$ cat src/rtl/sync_fifo.sv
// Single-clock FIFO with wrap-toggle full/empty detection and a one-cycle
// error pulse for every rejected request.
module sync_fifo #(
    parameter int DEPTH      = 16,
    parameter int WIDTH      = 4,
    parameter int ADDR_WIDTH = $clog2(DEPTH)
) (
    input  logic             clk_i,
    input  logic             rst_i,
    input  logic [WIDTH-1:0] wdata_i,
    input  logic             wr_en_i,
    input  logic             rd_en_i,
    output logic             full_o,
    output logic             empty_o,
    output logic             error_o,
    output logic [WIDTH-1:0] rdata_o
);

    localparam logic [ADDR_WIDTH-1:0] LAST_IDX = ADDR_WIDTH'(DEPTH - 1);
    localparam logic [ADDR_WIDTH-1:0] PTR_ONE  = ADDR_WIDTH'(1);

    logic [WIDTH-1:0]      mem_r [DEPTH];
    logic [ADDR_WIDTH-1:0] wr_ptr_r;
    logic [ADDR_WIDTH-1:0] rd_ptr_r;
    logic [ADDR_WIDTH-1:0] wr_ptr_nxt_s;
    logic [ADDR_WIDTH-1:0] rd_ptr_nxt_s;
    logic                  wr_toggle_r;
    logic                  rd_toggle_r;
    logic                  wr_toggle_nxt_s;
    logic                  rd_toggle_nxt_s;
    logic [WIDTH-1:0]      rdata_r;
    logic                  error_r;
    logic                  ptr_eq_s;
    logic                  full_s;
    logic                  empty_s;
    logic                  wr_accept_s;
    logic                  rd_accept_s;
    logic                  reject_s;

    // Equal pointers mean empty or full; the wrap toggles tell which.
    assign ptr_eq_s    = (wr_ptr_r == rd_ptr_r);
    assign empty_s     = ptr_eq_s && (wr_toggle_r == rd_toggle_r);
    assign full_s      = ptr_eq_s && (wr_toggle_r != rd_toggle_r);
    assign wr_accept_s = wr_en_i && !full_s;
    assign rd_accept_s = rd_en_i && !empty_s;
    assign reject_s    = (wr_en_i && full_s) || (rd_en_i && empty_s);

    assign full_o  = full_s;
    assign empty_o = empty_s;
    assign error_o = error_r;
    assign rdata_o = rdata_r;

    // Next write pointer and toggle.
    always_comb begin
        wr_ptr_nxt_s    = wr_ptr_r;
        wr_toggle_nxt_s = wr_toggle_r;
        if (wr_accept_s) begin
            if (wr_ptr_r == LAST_IDX) begin
                wr_ptr_nxt_s    = '0;
                wr_toggle_nxt_s = ~wr_toggle_r;
            end else begin
                wr_ptr_nxt_s    = wr_ptr_r + PTR_ONE;
                wr_toggle_nxt_s = wr_toggle_r;
            end
        end else begin
            wr_ptr_nxt_s    = wr_ptr_r;
            wr_toggle_nxt_s = wr_toggle_r;
        end
    end

    // Next read pointer and toggle.
    always_comb begin
        rd_ptr_nxt_s    = rd_ptr_r;
        rd_toggle_nxt_s = rd_toggle_r;
        if (rd_accept_s) begin
            if (rd_ptr_r == LAST_IDX) begin
                rd_ptr_nxt_s    = '0;
                rd_toggle_nxt_s = ~rd_toggle_r;
            end else begin
                rd_ptr_nxt_s    = rd_ptr_r + PTR_ONE;
                rd_toggle_nxt_s = rd_toggle_r;
            end
        end else begin
            rd_ptr_nxt_s    = rd_ptr_r;
            rd_toggle_nxt_s = rd_toggle_r;
        end
    end

    // Control state, read data and error pulse.
    always_ff @(posedge clk_i) begin
        if (rst_i) begin
            wr_ptr_r    <= '0;
            rd_ptr_r    <= '0;
            wr_toggle_r <= 1'b0;
            rd_toggle_r <= 1'b0;
            rdata_r     <= '0;
            error_r     <= 1'b0;
        end else begin
            wr_ptr_r    <= wr_ptr_nxt_s;
            rd_ptr_r    <= rd_ptr_nxt_s;
            wr_toggle_r <= wr_toggle_nxt_s;
            rd_toggle_r <= rd_toggle_nxt_s;
            error_r     <= reject_s;
            if (rd_accept_s) begin
                rdata_r <= mem_r[rd_ptr_r];
            end
        end
    end

    // Storage array; deliberately not reset, stale words are unreachable after pointer reset.
    always_ff @(posedge clk_i) begin
        if (wr_accept_s && !rst_i) begin
            mem_r[wr_ptr_r] <= wdata_i;
        end
    end

endmodule

$ cat config.mk
export PLATFORM = sky130hd
export DESIGN_NAME = sync_fifo
export DESIGN_NICKNAME = d
export VERILOG_FILES = /design/src/rtl/sync_fifo.sv
export SDC_FILE = /design/constraint.sdc
export NUM_CORES = 1
export LEC_CHECK = 0
export ABC_CLOCK_PERIOD_IN_PS = 1850
export BUFFER_PORTS_ARGS = -buffer_cell sky130_fd_sc_hd__buf_2
export CORE_MARGIN = 2
export CORE_UTILIZATION = 55
export DETAILED_ROUTE_END_ITERATION = 8
export GPL_TIMING_DRIVEN = 0
export PLACE_DENSITY = 0.75
export RECOVER_POWER = 25
export SLEW_MARGIN = 20
export SYNTH_ARGS = -nofsm -noshare
export SYNTH_HDL_FRONTEND = slang
export SYNTH_SLANG_ARGS = --single-unit
$ cat constraint.sdc
create_clock -name clk_i -period 1.85 [get_ports clk_i]
set_input_delay 0.0925 -clock clk_i [delete_from_list [all_inputs] [get_ports clk_i]]
set_output_delay 0.0925 -clock clk_i [all_outputs]
set_load 0.005 [all_outputs]
==> impl.org <==
** Synth
- The most used flip-flop cell after synthesis is sky130_fd_sc_hd__edfxtp_1.
- Portion of synthesized cell area occupied by the leading cell type :: 56.62%
- Sequential share of the synthesized area :: 65.46%
- Cell variety after synth :: 38
- After technology mapping, the gate count stands at 224.
- Synthesis produced a netlist with a net count of 237.
- For this run, asynchronously set or reset flops after synthesis account for 0%.
- Number of warnings printed during yosys synthesis :: 0
- Cell with the most instances after synthesis :: sky130_fd_sc_hd__edfxtp_1
- The synthesized design contains 64 enable-type register cells.
- Synthesis inferred 79 register bits.
- sky130_fd_sc_hd__edfxtp_1 takes more of the synthesized area than any other cell.
- Sorting the synthesized cells by area gives the leading types as sky130_fd_sc_hd__edfxtp_1 57%, sky130_fd_sc_hd__dfxtp_1 8.8%, sky130_fd_sc_hd__mux4_2 8.0%.
- Most used standard cells in the synthesized netlist :: 64 x sky130_fd_sc_hd__edfxtp_1, 23 x sky130_fd_sc_hd__nor2_1, 18 x sky130_fd_sc_hd__nand2_1, 15 x sky130_fd_sc_hd__dfxtp_1
- Post-synthesis cell area :: 0.003395 mm²
- Each instance of the synthesized netlist takes up on average 15.15 µm².

** Floorplan
- Die outline width :: 82.56 µm
- Initial cell density of the core :: 57.00%
- Cell row count :: 28
- Die boundary height :: 82.56 µm
- Placeable core region :: 0.005956 mm²
- Number of placed I/O pins :: 15
- The die covers 0.006816 mm².

** Timing
- The count of final max-slew check failures came to 0.
- At the pin with the least slew margin, the transition time is 0.6643 ns.
- Max Clk Rate :: 552.9 MHz
- Once routing completed, OpenROAD measured the worst setup slack at 0.04123 ns.
- Setup violations remaining at the end of the flow were counted as 0.
- Worst clock skew :: 0.006149 ns
- The worst pin sits at a relative slew slack of 55.71%.
- Dividing the final minimum period by the clock period gives 97.77%.
- The worst path in the final design needs a cycle of 1.809 ns, including I/O delays and setup.
- Hold violation total from the final report :: 0
- Smallest hold slack :: 0.1144 ns

** Power and ir drop
- Worst VDD drop :: 0.7344 mV
- Overall power consumption after layout is estimated at 0.003799 W.
- Cell internal power was estimated by the tool at 0.003001 W.
- Share of total power in sequential cells :: 52.0%
- PwrDens :: 947.6 mW/mm²
- Summed over all nets, the switching power comes to 0.0007977 W.
- Clock share of power :: 38.5%
- Combinational power share :: 9.5%
- Of the total power, the share spent switching nets is 21.00%.
- Leak Pwr :: 1.289 nW

** Layout
- The filler cells instantiated in the layout total 392.
- At the end of the flow, the number of nets in the layout was 268.
- Multi-input logic area :: 0.001222 mm²
- Register area :: 0.002225 mm²
- Total non-filler cell area in the finished layout :: 0.004009 mm²
- Number of antenna repair diodes :: 0
- At the end of the flow the core is filled with cells to 67.31%.
- The post-route netlist has 30.38% of its cells at a drive strength greater than 1.
- Area Overhead vs Synth :: 18.10%

** Global route
- The number of global-route vias before repair came to 1812.
- Global-route wire length before repair :: 9.708 mm
- Across every metal layer, demand over resource in global routing totals 20.66%.
- Residual overflow from global routing :: 0
- The number of antenna violations at the first check in global routing is 0.
- Entering global routing, the biggest net connects 17 pins.

** CTS
- Number of clock sinks seen by CTS :: 79
- Clock buffers created by TritonCTS :: 9
- Clock transition at the registers of the reported paths :: 0.08 ns
- TritonCTS built the clock tree.
- Buffer cell driving the clock tree root :: sky130_fd_sc_hd__clkbuf_8
- Longest Clk Path Bufs :: 2
- Buffers inserted to repair hold after CTS numbered 0.
- The later pin in the worst-skew pair is clocked with a latency of 0.34 ns.
- Clock H-tree levels :: 3

** Critical path
- Critical-path maximum fanout :: 5
- Cell with the largest stage delay on the worst path :: sky130_fd_sc_hd__or3b_4
- Data on the critical path is required at its endpoint by 1.89 ns.
- STA classifies the critical path endpoint as a register.
- Worst r2r path cells :: 6
- Tracing the worst setup path back leads to its startpoint at rd_ptr_r[1].
- Worst reg2reg endpoint :: mem_r[7][2]
- In this run the register-to-register setup slack is 0.04 ns.
- STA puts the critical path data arrival time at 1.85 ns.
- Series of cell instances along the critical path :: buf_6 > xnor2_2 > nand4_4 > o21ai_4 > or3b_4 > nor2_4
- The critical path is of the register to register type.
- The worst register-to-register path begins at rd_ptr_r[1].
- On the worst path, the slowest cell contributes a delay of 0.49 ns.
- Crit start category :: register

** Detailed routing
- Drt via density :: 5.779
- After detailed routing, the number of remaining DRC violations is 0.
- First-pass iteration count of the detailed router :: 4
- Count of vias placed by the detailed router :: 1936
- The final layout contains routed wiring with a total length of 6.555 mm.
- Post-DR wirelength/cell :: 19.57 µm
- Remaining antenna violation count after routing :: 0
- In this run, the number of DRC markers left after iteration 0 of detailed routing was 118.

** Worst hold path
- Worst hold path class :: primary input to register
- For hold timing, the worst endpoint is error_o.
- Hold Crit Depth :: 3
- The worst hold path begins at rd_en_i.

** Placement
- OpenSTA, run right after detailed placement, puts the worst setup slack at -0.4750 ns.
- Detailed placer's ending HPWL :: 4.373 mm
- At the end of routability-driven placement, the weighted congestion stood at 0.8454.
- The placed instances occupy a cell area of 0.003553 mm².
- Buffers on Ports :: 13

** Status
- Result of the run :: completed

** Run
- MaxCap Viol Count :: 0
## placed cells by master (no fill, tap or decap), types with 2 or more instances in the layout
cell,n
sky130_fd_sc_hd__nor2_4,8
sky130_fd_sc_hd__bufinv_16,3
sky130_fd_sc_hd__nor3_2,4
sky130_fd_sc_hd__nor3_1,3
sky130_fd_sc_hd__nand2b_1,4
sky130_fd_sc_hd__dfxtp_2,2
sky130_fd_sc_hd__ha_1,5
sky130_fd_sc_hd__nor2_1,15
sky130_fd_sc_hd__nand2_1,18
sky130_fd_sc_hd__mux2i_1,12
sky130_fd_sc_hd__clkbuf_1,7
sky130_fd_sc_hd__a221oi_1,4
sky130_fd_sc_hd__buf_2,13
sky130_fd_sc_hd__o211ai_1,3
sky130_fd_sc_hd__inv_1,4
sky130_fd_sc_hd__edfxtp_1,64
sky130_fd_sc_hd__buf_6,6
sky130_fd_sc_hd__o21ai_1,3
sky130_fd_sc_hd__xnor2_2,5
sky130_fd_sc_hd__or3b_4,2
sky130_fd_sc_hd__a21oi_1,4
sky130_fd_sc_hd__xor2_1,4
sky130_fd_sc_hd__o21ai_0,2
sky130_fd_sc_hd__or3_1,2
sky130_fd_sc_hd__mux4_2,12
sky130_fd_sc_hd__clkbuf_8,9
sky130_fd_sc_hd__nor4_4,4
sky130_fd_sc_hd__dfxtp_1,13
sky130_fd_sc_hd__buf_4,7
sky130_fd_sc_hd__a311oi_1,4
## registers in the layout, indices dropped and copies added (netlist names)
signal	cells
mem_r	64
error_o	1
rd_toggle_r	1
rd_ptr_r	4
wr_toggle_r	1
rdata_o	4
wr_ptr_r	4
## power by group through the flow
stage / combinational, W / sequential, W / clock (W)
floorplan: 0.000210 / 0.00201 / 0
detailed placement: 0.000313 / 0.00201 / 0
CTS: 0.000328 / 0.00197 / 0.00149
finish: 0.000361 / 0.00197 / 0.00146
global placement: 0.000306 / 0.00201 / 0
global route: 0.000397 / 0.00198 / 0.00157
## worst max path at each step
stage | end | slack (ns) | depth (start not counted)
finish | mem_r[7][2] | 0.04 | 6
global route | mem_r[7][2] | -0.03 | 6
CTS | mem_r[2][0] | -0.10 | 6
detailed placement | mem_r[1][1] | -0.47 | 4
global placement | mem_r[2][0] | -0.49 | 4
floorplan | mem_r[0][0] | -0.03 | 4
## per-layer routing
| metal | share of wire, % | up-vias | GRT usage (%) |
|---|---|---|---|
| met5 | 0 | - | 0 |
| met4 | 0.81 | 0 | 5.410 |
| met3 | 5.9 | 6 | 5.543 |
| met2 | 53 | 57 | 32.82 |
| met1 | 41 | 960 | 28.50 |
| li1 | - | 913 | - |
## critical path: cells and delay by family, from the launching register on
kind                      cells  cell delay (ns)
and+or+nand+nor               3             0.81
DFF                           1             0.34
xor gates and xnor gates      1             0.14
buffers and inverters         1             0.13
AOI/OAI and AO/OA             1             0.09
## logic make-up after synthesis
| family | synth area share (%) |
|---|---|
| xor gates and xnor gates | 2.986 |
| AOI/OAI and AO/OA | 5.308 |
| muxes | 11.50 |
| DFF | 65.46 |
| adders and majority gates | 1.843 |
| and+or+nand+nor | 9.730 |
| buffers and inverters | 3.170 |
## metrics by stage
stage,TNS (ns),instances
3_5_place_dp,-17.00,312
5_1_grt,-0.5980,335
4_1_cts,-0.6624,329
2_1_floorplan,-0.3597,224
3_3_place_gp,-17.31,312
6_report,0,335
## final cells by class
cell class	count	area share [%]
Clock inverter	4	2.341
Inverter	4	0.3745
Timing Repair Buffer	20	2.965
Clock buffer	12	3.371
Multi-Input combinational cell	128	30.49
Sequential cell	79	55.49
Buffer	13	2.622
Tap cell	75	2.341
## repair_timing
action | CTS | global route
endpoints found under the setup margin | 64 | 68
gates resized for setup | 29 | 9
pin swaps | 6 | 7
gates cloned | 0 | 0
buffers inserted | 1 | 6
Power figures use the tool's default switching activity.
